File: config.mk
export PLATFORM = sky130hd
export DESIGN_NAME = alu_apb_master
export DESIGN_NICKNAME = d
export VERILOG_FILES = /design/src/rtl/alu_apb_master.sv
export SDC_FILE = /design/constraint.sdc
export NUM_CORES = 1
export LEC_CHECK = 0
export ABC_CLOCK_PERIOD_IN_PS = 2100
export CELL_PAD_IN_SITES_DETAIL_PLACEMENT = 0
export CELL_PAD_IN_SITES_GLOBAL_PLACEMENT = 1
export CORE_MARGIN = 2
export CORE_UTILIZATION = 45
export DETAILED_ROUTE_END_ITERATION = 16
export DONT_BUFFER_PORTS = 1
export HOLD_SLACK_MARGIN = 0.1
export MAX_ROUTING_LAYER = met4
export PLACE_DENSITY_LB_ADDON = 0.1
export SLEW_MARGIN = 25
export SYNTH_ARGS = -nofsm -noshare
export SYNTH_HDL_FRONTEND = slang
export SYNTH_SLANG_ARGS = --single-unit
File: constraint.sdc
create_clock -name clk -period 2.1 [get_ports clk]
set_clock_uncertainty 0.2 [all_clocks]
set_input_delay 0.42 -clock clk [delete_from_list [all_inputs] [get_ports clk]]
set_output_delay 0.42 -clock clk [all_outputs]
set_load 0.005 [all_outputs]
File: src/rtl/alu_apb_master.sv
// alu_apb_master
//
// Bridges single read/write commands onto an APB port (the ALU register
// slave). Each accepted command becomes one two-phase APB transfer:
// SETUP for one cycle, then ACCESS until pready. Read data and an error
// flag are returned on a valid/ready response channel. Only one transfer
// is in flight at a time.
//
// Optional feature: define APB_MASTER_TIMEOUT_EN to abort an ACCESS phase
// after TIMEOUT cycles of pready low (response carries rsp_err=1). Without
// the macro there is no wait counter and ACCESS waits for pready forever.
//
// Ports:
//   clk, reset_n                    clock, asynchronous active-low reset
//   cmd_valid/cmd_ready             command handshake
//   cmd_write, cmd_addr, cmd_wdata  command payload
//   rsp_valid/rsp_ready             response handshake
//   rsp_rdata, rsp_err              response payload
//   psel, penable, pwrite, paddr, pwdata, prdata, pready   APB master port
//
// State table:
//   S_IDLE   | ready for a command; misaligned address skips APB
//   S_SETUP  | APB setup phase, psel=1 penable=0, exactly one cycle
//   S_ACCESS | APB access phase, psel=1 penable=1, waits for pready
//   S_RESP   | response presented, held until rsp_ready
module alu_apb_master #(
    parameter int ADDR_W = 32,
    parameter int DATA_W = 32
`ifdef APB_MASTER_TIMEOUT_EN
    ,
    parameter int TIMEOUT = 16
`endif
) (
    input  logic              clk,
    input  logic              reset_n,
    input  logic              cmd_valid,
    output logic              cmd_ready,
    input  logic              cmd_write,
    input  logic [ADDR_W-1:0] cmd_addr,
    input  logic [DATA_W-1:0] cmd_wdata,
    output logic              rsp_valid,
    input  logic              rsp_ready,
    output logic [DATA_W-1:0] rsp_rdata,
    output logic              rsp_err,
    output logic              psel,
    output logic              penable,
    output logic              pwrite,
    output logic [ADDR_W-1:0] paddr,
    output logic [DATA_W-1:0] pwdata,
    input  logic [DATA_W-1:0] prdata,
    input  logic              pready
);

    typedef enum logic [1:0] {
        S_IDLE   = 2'd0,
        S_SETUP  = 2'd1,
        S_ACCESS = 2'd2,
        S_RESP   = 2'd3
    } state_t;

    state_t state_q;
    state_t state_d;

    logic              wr_q;
    logic [ADDR_W-1:0] addr_q;
    logic [DATA_W-1:0] wdata_q;
    logic [DATA_W-1:0] rdata_q;
    logic              err_q;

    logic accept;
    logic misaligned;
    logic timeout_hit;

    assign accept     = (state_q == S_IDLE) && cmd_valid;
    assign misaligned = (cmd_addr[1:0] != 2'b00);

`ifdef APB_MASTER_TIMEOUT_EN
    localparam int WAIT_W = $clog2(TIMEOUT + 1);
    localparam logic [WAIT_W-1:0] WAIT_LAST = WAIT_W'(TIMEOUT - 1);
    localparam logic [WAIT_W-1:0] WAIT_MAX  = WAIT_W'(TIMEOUT);

    logic [WAIT_W-1:0] wait_q;

    // Counts ACCESS cycles with pready low; cleared as the transfer enters
    // SETUP and saturated so it can never wrap back under the limit.
    always_ff @(posedge clk or negedge reset_n) begin
        if (!reset_n) begin
            wait_q <= '0;
        end else if (accept && !misaligned) begin
            wait_q <= '0;
        end else if ((state_q == S_ACCESS) && !pready && (wait_q != WAIT_MAX)) begin
            wait_q <= wait_q + 1'b1;
        end
    end

    // The TIMEOUT-th low-pready ACCESS cycle aborts; pready on that same
    // cycle still completes normally because !pready gates the abort.
    assign timeout_hit = (state_q == S_ACCESS) && !pready && (wait_q == WAIT_LAST);
`else
    assign timeout_hit = 1'b0;
`endif

    always_ff @(posedge clk or negedge reset_n) begin
        if (!reset_n) begin
            state_q <= S_IDLE;
        end else begin
            state_q <= state_d;
        end
    end

    always_comb begin
        state_d   = state_q;
        cmd_ready = 1'b0;
        psel      = 1'b0;
        penable   = 1'b0;
        rsp_valid = 1'b0;
        case (state_q)
            S_IDLE: begin
                cmd_ready = 1'b1;
                if (cmd_valid) begin
                    state_d = misaligned ? S_RESP : S_SETUP;
                end
            end
            S_SETUP: begin
                psel    = 1'b1;
                state_d = S_ACCESS;
            end
            S_ACCESS: begin
                psel    = 1'b1;
                penable = 1'b1;
                if (pready || timeout_hit) begin
                    state_d = S_RESP;
                end
            end
            S_RESP: begin
                rsp_valid = 1'b1;
                if (rsp_ready) begin
                    state_d = S_IDLE;
                end
            end
            default: begin
                state_d = S_IDLE;
            end
        endcase
    end

    // Command fields are latched only on acceptance so the APB address and
    // data stay put through IDLE and RESP.
    always_ff @(posedge clk or negedge reset_n) begin
        if (!reset_n) begin
            wr_q    <= 1'b0;
            addr_q  <= '0;
            wdata_q <= '0;
            rdata_q <= '0;
            err_q   <= 1'b0;
        end else if (accept) begin
            wr_q    <= cmd_write;
            addr_q  <= cmd_addr;
            wdata_q <= cmd_wdata;
            if (misaligned) begin
                rdata_q <= '0;
                err_q   <= 1'b1;
            end
        end else if ((state_q == S_ACCESS) && pready) begin
            rdata_q <= wr_q ? '0 : prdata;
            err_q   <= 1'b0;
        end else if (timeout_hit) begin
            rdata_q <= '0;
            err_q   <= 1'b1;
        end
    end

    assign pwrite    = wr_q;
    assign paddr     = addr_q;
    assign pwdata    = wdata_q;
    assign rsp_rdata = rdata_q;
    assign rsp_err   = err_q;

endmodule

Yosys cells after proc, flatten, opt, wreduce, memory -nomap -nowiden

Index checks and enable logic that the tools add are counted.

Reduce and logical (&&, ||, !) cells: 8
Multiplexer cells: 16
Equal/unequal tests: 7

Operator list:

| kind                                                                     | count |
|---|---|
| 32-bit 2-to-1 mux                                                        | 4 |
| 2-bit 2-to-1 mux                                                         | 4 |
| 2-bit case mux with 4 select lines                                       | 1 |
| 1-bit 2-to-1 mux                                                         | 7 |
| 2-bit inequality test (second input constant)                            | 3 |
| 2-bit == test (second input constant)                                    | 2 |
| 2-bit nonzero test                                                       | 2 |
| 3-bit AND reduction                                                      | 1 |
| 2-bit by 1-bit == test with 1-bit output (second input constant)         | 1 |
| 1-bit logical AND                                                        | 2 |
| 2-bit zero test                                                          | 1 |
| 2-bit by 1-bit inequality test with 1-bit output (second input constant) | 1 |
| 2-bit AND reduction                                                      | 1 |
| 2-bit OR reduction                                                       | 1 |

Input port bits: 102
Flip-flop bits (word level): 100
Word-level logic and storage cells: 37

Logic depth before layout (Yosys ltp)

Gate-level depths: netlist of the first run.

Depth in word-level cells: 4
Gate-level depth with buffers: 7
Gate-level depth less buffers: 5

Worst setup path before layout of the first run

OpenSTA, ideal clock, no wires.

Path type: register -> register
Start: register state_q[0]
End: register state_q[1]
Required time: 1.773 ns
Period minus slack after synthesis: 1.802 ns
Path buffers: 0
Path slack: 0.298 ns
Stages on the path, launching flop included: 5
Arrival time: 1.475 ns
Path through: dfrtp_1 inv_1 ha_1 a222oi_1 mux2_1

Word-level cells in the longest chain between the ends: 3

RTL lines:

| item                                                    | line | source |
|---|---|---|
| start: declaration                                      | 61   | `state_t state_q;` |
| start signal: assignment                                | 107  | `state_q <= state_d;` |
| 2-bit == test / 2-bit zero test (equally long branches) | 117  | `case (state_q)` |
| 2-bit inequality test (no line)                         | n/a  |  |
| 3-bit AND reduction (no line)                           | n/a  |  |

Parallel ways exist; a longest one is shown, timed or not.
A chain may end at the register's enable or synchronous reset.

Worst setup path after layout of the first run

Start: register state_q[0]
End: register rdata_q[5], in the netlist rsp_rdata[5]

Word-level cells in the longest chain between the ends: 4

RTL lines:

| item                                                                                                    | line    | source |
|---|---|---|
| 2-bit zero test / 2-bit == test (equally long branches)                                                 | 74, 164 |  |
| 1-bit logical AND (on tied branches)                                                                    | 74, 164 |  |
| 2-bit by 1-bit inequality test with 1-bit output (no line) / 2-bit nonzero test (equally long branches) | n/a     |  |
| 2-bit AND reduction (no line)                                                                           | n/a     |  |
| end signal: assignment                                                                                  | 165     | `rdata_q <= wr_q ? '0 : prdata;` |
| end: declaration                                                                                        | 67      | `logic [DATA_W-1:0] rdata_q;` |

Parallel ways exist; a longest one is shown, timed or not.

==> results.cfg, run 1 <==
[status]
status = finished, violations left
violations = negative hold slack

[clock_network]
hold_buffers = 98
cts_root_buffer = clkbuf_8
clkSinkCount = 100
cts_setup_buffers = 0
ctsResizeCount = 0
numCtsBuffers = 9
clk-insertion-delay-late_ns = 0.34
clkTransAtPathRegs_ns = 0.09
h-tree-depth = 3
tritoncts = built
cts_max_path_buffers = 2

[floorplan]
io-pin-count = 204
core-area_mm2 = 0.00818
fp.dieH_um = 95.5
fp.dieArea_mm2 = 0.00913
rows = 33
die_x_um = 95.5
start_util_pct = 46.1

[timing]
whs_ns = -0.450
grt_setup_unrepaired = false
finalCriticalPeriod_ns = 1.91
finalHoldViolCount = 100
worst_pin_slew_ns = 0.477
setup_viol = 0
final.setup.tns_ns = 0
period_share_pct = 90.7
slew_headroom_pct = 68.2
maxSlewViolCount = 0
fmax_ghz = 0.525

[run]
cap_violations = 0

[route]
drc_errors = 0
routed_wl_um = 8510
drt_iter0_drc = 58
vias = 2349
antenna_left = 0
routedWlPerCell_um = 19.2
avgViaCountPerCell = 5.30
first_pass_iters = 6

[synthesis]
synth_flop_cell = dfrtp_1
synthArstFlopShare_pct = 100
yosys.area.top_type_share_pct = 66.4
synth_area_leaders = dfrtp_1 66%, mux2_2 15%, a22o_1 7.4%
synth_commonest_cells = 100 x dfrtp_1, 49 x mux2_2, 32 x a22o_1, 17 x mux2_1, 7 x buf_2
synth.distinct_cells = 18
synth-edff-count = 0
synthesis.area_mm2 = 0.00377
yosysWarnings = 0
synth_most_common_cell = dfrtp_1
synth_seq_cells = 100
avgSynthCellArea_um2 = 16.2
synth_nets = 337
yosys.area.top_type = dfrtp_1
seq_area_frac_synth_pct = 66.4
postSynthCellCount = 232

[setup_path]
worst_r2r_path_depth = 6
r2r_start = state_q[0]$_DFFE_PN0P_
r2r_setup_slack_ns = 0.19
critPathLaunchType = register
end_kind = register
timing.rr.end = rsp_rdata[5]$_DFFE_PN0P_
crit_fanout = 32
worstPathRequired_ns = 2.18
arrival_ns = 1.98
criticalPathCategory = register to register

[power_and_ir_drop]
power.total_w = 0.00622
p_per_area_mw_per_mm2 = 1240
max-vdd-ir-drop_mv = 0.563
p_leak_nw = 2.25

[layout]
stdcell_area_mm2 = 0.00502
drive_above_1_share_pct = 21.0
syn_to_final_growth_pct = 33.1
nets = 438
post-route-util_pct = 61.4
num_antenna_cells = 0

[place]
io_buffers = 0
place_hpwl_um = 5420
place_area_mm2 = 0.00387
gp_congestion = 0.663

[global_routing]
grt_max_degree = 101
grtUsageMet2_pct = 31.5
met3_usage_pct = 6.40
top_usage_layer = met2
grt_pass1_vias = 2561
grt_overflow = 0
gr-usage-all-layers_pct = 18.7
grtUsageMet1_pct = 20.4
grt_pass1_wl_um = 12400
antenna_found_initial = 0

[min_path]
hold_class = primary input to asynchronous set/reset pin
==> power breakdown <==
group	total (W)	internal [W]	leakage, nW	switching (W)
Combinational	0.00171	0.00103	0.937	0.000680
Clock	0.00105	0.000436	0.0799	0.000615
Sequential	0.00347	0.00278	1.23	0.000686
==> worst max-delay path: stages, from the launching register on <==
cell     delay, ns
dfrtp_1       0.39
inv_1         0.10
ha_1          0.24
nand2_2       0.14
a31oi_2       0.20
buf_4         0.34
a22o_1        0.22
==> per-layer routing <==
metal  part of all wire, %  routed length (µm)
met1                    37                3170
met2                    52                4450
met3                   9.7                 822
met4                  0.76                  65
met5                     0                   0
==> state kept, by name, indices dropped and copies added, names as in the netlist <==
register,count
rsp_rdata,32
rsp_err,1
pwrite,1
state_q,2
paddr,32
pwdata,32
==> cell type report <==
| type | instances | area, µm² |
|---|---|---|
| Clock buffer | 11 | 131 |
| Clock inverter | 5 | 37.5 |
| Fill cell | 618 | 3160 |
| Inverter | 5 | 18.8 |
| Multi-Input combinational cell | 113 | 1150 |
| Sequential cell | 100 | 2500 |
| Tap cell | 105 | 131 |
| Timing Repair Buffer | 104 | 1050 |
==> cells in the final DEF (no fill, tap or decap), drive strengths merged <==
cell	count
dfrtp	100
a22o	32
buf	6
a21oi	1
ha	3
nand2	1
clkinv	2
o211a	1
mux2i	1
clkbuf	11
inv	6
mux2	66
a222oi	1
and4b	1
clkinvlp	2
nor2	4
a31oi	2
dlygate4sd3	98
==> cell families after synthesis <==
group | share of synthesized area (%)
adder cells (fa/ha/maj) | 0.996
flip-flops | 66.4
AO/OA/AOI/OAI | 8.60
buffers and inverters | 3.22
AND/OR/NAND/NOR | 0.830
multiplexers | 20.0
==> through the flow <==
stage	cells	setup slack [ns]	hold WS (ns)
floorplan	232	0.298	-0.0756
global placement	329	0.313	-0.0730
detailed placement	329	0.221	-0.0735
CTS	443	0.185	-0.469
global route	443	0.0453	-0.485
finish	443	0.194	-0.450
==> worst max path at each step <==
stage / to / start / slack (ns)
6_report: rsp_rdata[5]$_DFFE_PN0P_ / state_q[0]$_DFFE_PN0P_ / 0.19
5_1_grt: rsp_rdata[2]$_DFFE_PN0P_ / state_q[0]$_DFFE_PN0P_ / 0.05
4_1_cts: rsp_rdata[2]$_DFFE_PN0P_ / state_q[0]$_DFFE_PN0P_ / 0.18
3_5_place_dp: rsp_rdata[2]$_DFFE_PN0P_ / state_q[0]$_DFFE_PN0P_ / 0.22
3_3_place_gp: state_q[1]$_DFFE_PN0P_ / state_q[0]$_DFFE_PN0P_ / 0.31
2_1_floorplan: state_q[1]$_DFFE_PN0P_ / state_q[0]$_DFFE_PN0P_ / 0.30
Note: power is estimated with default switching activity, not from simulation.
==> run 2, diff against run 1 <==
--- a/config.mk
+++ b/config.mk
@@ -12,6 +12,7 @@
 export CORE_UTILIZATION = 45
 export DETAILED_ROUTE_END_ITERATION = 16
 export DONT_BUFFER_PORTS = 1
+export GPL_TIMING_DRIVEN = 0
 export HOLD_SLACK_MARGIN = 0.1
 export MAX_ROUTING_LAYER = met4
 export PLACE_DENSITY_LB_ADDON = 0.1
==> run 2 against run 1 <==
Largest power group unchanged. Global-route usage fell by 0.43 points. Sequential power barely moved. Power rose by 4.2%. Setup slack got worse by 0.041 ns. Fmax fell by 2.1%. Clock power rose by 24%. Flip-flop and latch count did not move. Hold slack barely moved. Critical path depth rose by 1. The run still ends with negative hold slack left. First-iteration DRC count fell by 50%.
==> results.cfg, run 2 (synthesized netlist as in run 1, its figures left out) <==
[timing]
final.setup.tns_ns = 0
slew_headroom_pct = 67.7
worst_pin_slew_ns = 0.484
grt_setup_unrepaired = false
period_share_pct = 92.7
finalHoldViolCount = 100
whs_ns = -0.450
setup_viol = 0
finalCriticalPeriod_ns = 1.95
fmax_ghz = 0.514
maxSlewViolCount = 0

[power_and_ir_drop]
combPwrFrac_pct = 26.6
swShare_pct = 30.2
p_int_w = 0.00453
seqPwrFrac_pct = 53.4
power_switching_w = 0.00195
max-vdd-ir-drop_mv = 0.747
pwr-share-clk_pct = 20.0
p_per_area_mw_per_mm2 = 1270
p_leak_nw = 2.29

[run]
cap_violations = 0

[clock_network]
cts_setup_buffers = 0
clkSinkCount = 100
clkTransAtPathRegs_ns = 0.09
tritoncts = built
numCtsBuffers = 9
clk-insertion-delay-late_ns = 0.35
cts_root_buffer = clkbuf_8
cts_max_path_buffers = 2
hold_buffers = 98
h-tree-depth = 3

[route]
first_pass_iters = 4
drt-met1-wl_um = 3300
drc_errors = 0
routedWlPerCell_um = 18.8
wl_met2_um = 4190
drt_iter0_drc = 29
routed_wl_um = 8450
avgViaCountPerCell = 5.14
vias = 2308
maxUsedRoutingLayer = met4
wl_met3_um = 868
antenna_left = 0

[layout]
post-route-util_pct = 62.5
num_antenna_cells = 0
drive_above_1_share_pct = 23.3
nets = 446
syn_to_final_growth_pct = 35.5
layout_common_cells = 100 x dfrtp_1, 98 x dlygate4sd3_1, 49 x mux2_2, 32 x a22o_1, 17 x mux2_1
stdcell_area_mm2 = 0.00511
final_common_cell = dfrtp_1

[floorplan]
die_x_um = 95.5
core-area_mm2 = 0.00818
start_util_pct = 46.1
fp.dieH_um = 95.5
io-pin-count = 204
fp.dieArea_mm2 = 0.00913
rows = 33

[place]
gp_congestion = 0.730
place_hpwl_um = 5320
place_area_mm2 = 0.00390
io_buffers = 0

[setup_path]
crit_slowest_cell = dfrtp_1
cp_cell_sequence = inv_1 -> ha_2 -> nand2_2 -> and4b_1 -> buf_2 -> buf_6 -> a22o_1
critPathLaunchType = register
end_kind = register
crit_fanout = 10
arrival_ns = 1.97
worstPathRequired_ns = 2.13
criticalPathCategory = register to register
slowest_delay_ns = 0.39

[global_routing]
grt_pass1_vias = 2401
grt_overflow = 0
gr-usage-all-layers_pct = 18.2
antenna_found_initial = 0
grt_pass1_wl_um = 12200
grt_max_degree = 101

[status]
violations = negative hold slack
status = finished, violations left

[min_path]
hold_class = primary input to asynchronous set/reset pin
==> run 2: area by class of cell <==
cell class	instances	area, µm²
Sequential cell	100	2500
Timing Repair Buffer	98	981
Fill cell	608	3070
Clock buffer	10	138
Buffer	14	113
Multi-Input combinational cell	113	1150
Clock inverter	4	75.1
Inverter	5	18.8
Tap cell	105	131
==> run 2: what timing repair did <==
action                                  in CTS  in global routing
endpoints found under the setup margin       0                 69
gates resized for setup                      0                  5
endpoints found under the hold margin      198                100
==> run 2: final timing paths <==
path / startpoint / endpoint / slack, ns / cells past startpoint
min: reset_n / pwdata[4]$_DFFE_PN0N_ / -0.45 / 0
min in group clk: cmd_valid / rsp_err$_DFFE_PN0P_ / 0.18 / 3
min reg2reg: paddr[3]$_DFFE_PN0N_ / paddr[3]$_DFFE_PN0N_ / 0.32 / 1
max in group asynchronous: reset_n / pwdata[15]$_DFFE_PN0N_ / 2.00 / 0
max: state_q[0]$_DFFE_PN0P_ / rsp_rdata[8]$_DFFE_PN0P_ / 0.15 / 7
max reg2reg: state_q[0]$_DFFE_PN0P_ / rsp_rdata[8]$_DFFE_PN0P_ / 0.15 / 7
==> run 2: power by group through the flow <==
stage	sequential, W	combinational [W]	clock, W
4_1_cts	0.00346	0.00172	0.00135
3_5_place_dp	0.00349	0.00157	0
2_1_floorplan	0.00328	0.00133	0
5_1_grt	0.00357	0.00190	0.00143
6_report	0.00346	0.00172	0.00130
3_3_place_gp	0.00349	0.00150	0
==> run 2: routing by layer <==
| metal | vias to the layer above | track usage [%] |
|---|---|---|
| li1 | 1049 | - |
| met3 | 10 | 8.06 |
| met5 | - | - |
| met1 | 1129 | 20.5 |
| met2 | 120 | 29.5 |
| met4 | 0 | 5.36 |
==> run 2: metrics by stage <==
stage          setup slack, ns  hold slack, ns  cells  total power (W)
3_3_place_gp            0.0883         -0.0735    337          0.00499
5_1_grt                 0.0515          -0.489    449          0.00689
6_report                 0.153          -0.450    449          0.00648
2_1_floorplan            0.298         -0.0756    232          0.00461
4_1_cts                 0.0411          -0.473    449          0.00653
3_5_place_dp            0.0598         -0.0735    337          0.00506
==> run 2: critical path: cells and delay by family (launching register included) <==
family,cells,cell delay (ns)
DFF,1,0.39
buffers and inverters,3,0.42
adders and majority gates,1,0.28
and+or+nand+nor,2,0.34
AOI/OAI and AO/OA,1,0.19
==> run 3, diff against run 2 <==
--- a/config.mk
+++ b/config.mk
@@ -5,11 +5,12 @@
 export SDC_FILE = /design/constraint.sdc
 export NUM_CORES = 1
 export LEC_CHECK = 0
+export ABC_AREA = 1
 export ABC_CLOCK_PERIOD_IN_PS = 2100
 export CELL_PAD_IN_SITES_DETAIL_PLACEMENT = 0
 export CELL_PAD_IN_SITES_GLOBAL_PLACEMENT = 1
 export CORE_MARGIN = 2
-export CORE_UTILIZATION = 45
+export CORE_UTILIZATION = 44
 export DETAILED_ROUTE_END_ITERATION = 16
 export DONT_BUFFER_PORTS = 1
 export GPL_TIMING_DRIVEN = 0
==> run 3 against run 2 <==
The flow still finishes with violations (negative hold slack). Clock-buffer cell count is 2 higher. Sequential power is 3% lower. Die area is 9.6% higher. Flip-flop and latch count stayed put. Final area is 4.9% higher. Power is 0.57% lower. Register-to-register slack better by 0.13 ns. Synthesized area is 7.6% higher.
==> results.cfg, run 3 <==
[status]
status = finished, violations left
violations = negative hold slack

[global_routing]
grt_max_degree = 101
grt_pass1_vias = 3261
gr-usage-all-layers_pct = 20.7
grt_pass1_wl_um = 16000
antenna_found_initial = 0
grt_overflow = 0

[timing]
whs_ns = -0.450
setup_ws_ns = 0.282
maxSlewViolCount = 0
finalCriticalPeriod_ns = 1.82
fmax_ghz = 0.550
period_share_pct = 86.6
worst_pin_slew_ns = 0.436
final.setup.tns_ns = 0
grt_setup_unrepaired = false
slew_headroom_pct = 70.9
finalHoldViolCount = 100
setup_viol = 0

[layout]
drive_above_1_share_pct = 7.80
stdcell_area_mm2 = 0.00536
layout_common_cells = 240 x nand2_1, 100 x dfrtp_1, 97 x dlygate4sd3_1, 65 x nand3_1, 11 x clkbuf_8
final_common_cell = nand2_1
syn_to_final_growth_pct = 32.0
fillers = 816
nets = 664
num_antenna_cells = 0

[synthesis]
synth_nets = 556
yosys.area.top_type_share_pct = 61.7
synth.distinct_cells = 17
synth_seq_cells = 100
synth_top_family_by_area = simple AND/OR/NAND/NOR gates
synthArstFlopShare_pct = 100
yosys.area.top_type = dfrtp_1
synth_area_leaders = dfrtp_1 62%, nand2_1 22%, nand3_1 8.0%
yosysWarnings = 0
synth-edff-count = 0
synth_commonest_cells = 240 x nand2_1, 100 x dfrtp_1, 65 x nand3_1, 9 x buf_4
synth_xor_area_share_pct = 0
synthesis.area_mm2 = 0.00406
seq_area_frac_synth_pct = 61.7
synth_mux_area_share_pct = 0
synth_adder_area_share_pct = 0.925
postSynthCellCount = 451
synth_flop_cell = dfrtp_1
synthSimpleGateAreaFrac_pct = 31.1
synth_compound_area_share_pct = 0.463
avgSynthCellArea_um2 = 9.00
synth_most_common_cell = nand2_1

[place]
io_buffers = 0
dpl_worst_slack_ns = 0.281
place_hpwl_um = 6580
gp_congestion = 0.825
place_area_mm2 = 0.00420

[route]
routed_wl_um = 10100
routedWlPerCell_um = 15.0
first_pass_iters = 4
avgViaCountPerCell = 4.90
vias = 3307
drt_iter0_drc = 117
drc_errors = 0
antenna_left = 0

[clock_network]
cts_root_buffer = clkbuf_8
cts_max_path_buffers = 2
hold_buffers = 97
clkTransAtPathRegs_ns = 0.09
clk-insertion-delay-late_ns = 0.35
clkSinkCount = 100
h-tree-depth = 3
ctsResizeCount = 0
numCtsBuffers = 9
cts_setup_buffers = 0
tritoncts = built

[power_and_ir_drop]
combPwrFrac_pct = 30.1
p_int_w = 0.00401
power_switching_w = 0.00243
pwr-share-clk_pct = 17.9
swShare_pct = 37.7
max-vdd-ir-drop_mv = 0.513
seqPwrFrac_pct = 52.0
p_per_area_mw_per_mm2 = 1200
p_leak_nw = 2.83

[floorplan]
die_x_um = 100
fp.dieArea_mm2 = 0.0100
fp.dieH_um = 100
rows = 35
io-pin-count = 204
start_util_pct = 44.5
core-area_mm2 = 0.00911

[min_path]
hold_class = primary input to asynchronous set/reset pin

[run]
cap_violations = 0

[setup_path]
criticalPathCategory = register to register
end_kind = register
r2r_start = state_q[0]$_DFFE_PN0P_
arrival_ns = 1.86
crit_start = state_q[0]$_DFFE_PN0P_
critPathLaunchType = register
worstPathRequired_ns = 2.14
crit_fanout = 10
==> run 3: cell count changes after synthesis, moves of 4 or more <==
cell,change
buf_4,+6
mux2_1,-17
buf_6,+4
mux2_2,-49
nand2_1,+240
a22o_1,-32
nand3_1,+65
==> run 3: cell type report <==
cell class / count / area, µm² / area share (%)
plain buffers: 26 / 199 / 3.71
repair buffers: 97 / 971 / 18.1
clock inverters: 4 / 33.8 / 0.631
clock buffers: 12 / 155 / 2.90
multi-input cells: 316 / 1320 / 24.6
well taps: 111 / 139 / 2.59
inverters: 9 / 36.3 / 0.677
flip-flops and latches: 100 / 2500 / 46.7
==> run 3: layer usage <==
layer / track usage, % / up-vias / wire, µm
li1: - / 1617 / -
met1: 24.9 / 1517 / 4130
met4: 8.32 / 0 / 253
met5: - / - / 0
met2: 33.1 / 152 / 4810
met3: 5.85 / 21 / 947
==> run 3: kinds of logic after synthesis <==
group                      count (synthesis)
AOI/OAI and AO/OA                          3
buffers and inverters                     35
adders and majority gates                  3
and+or+nand+nor                          310
DFF                                      100
==> run 3: power by group through the flow <==
stage	Combinational, W	Sequential (W)	Clock, W
after global routing	0.00227	0.00344	0.00126
after floorplan	0.00146	0.00318	0
final	0.00194	0.00335	0.00116
after detailed placement	0.00180	0.00338	0
after CTS	0.00195	0.00335	0.00120
after global placement	0.00175	0.00338	0
==> run 3: through the flow <==
step | power [W] | util, % | instances
after CTS | 0.00651 | 58.8 | 675
after floorplan | 0.00464 | - | 451
after global placement | 0.00513 | 46.1 | 562
after detailed placement | 0.00519 | 46.1 | 562
final | 0.00644 | 58.8 | 675
after global routing | 0.00697 | 58.8 | 675
==> run 3: worst paths after layout <==
kind | end | slack (ns) | depth (start not counted)
setup reg to reg | paddr[29]$_DFFE_PN0N_ | 0.28 | 7
setup / recovery | paddr[29]$_DFFE_PN0N_ | 0.28 | 7
min in group clk | state_q[1]$_DFFE_PN0P_ | 0.12 | 4
hold / removal | pwdata[3]$_DFFE_PN0N_ | -0.45 | 0
hold reg to reg | pwdata[13]$_DFFE_PN0N_ | 0.31 | 2
max in group asynchronous | rsp_rdata[8]$_DFFE_PN0P_ | 2.01 | 0
==> run 3: critical path: stages (launching register included) <==
cell and delay (ns):
dfrtp_1 0.41, inv_1 0.09, ha_1 0.32, nand2_2 0.14, buf_2 0.22, buf_4 0.20, nand2_1 0.07, nand2_1 0.06
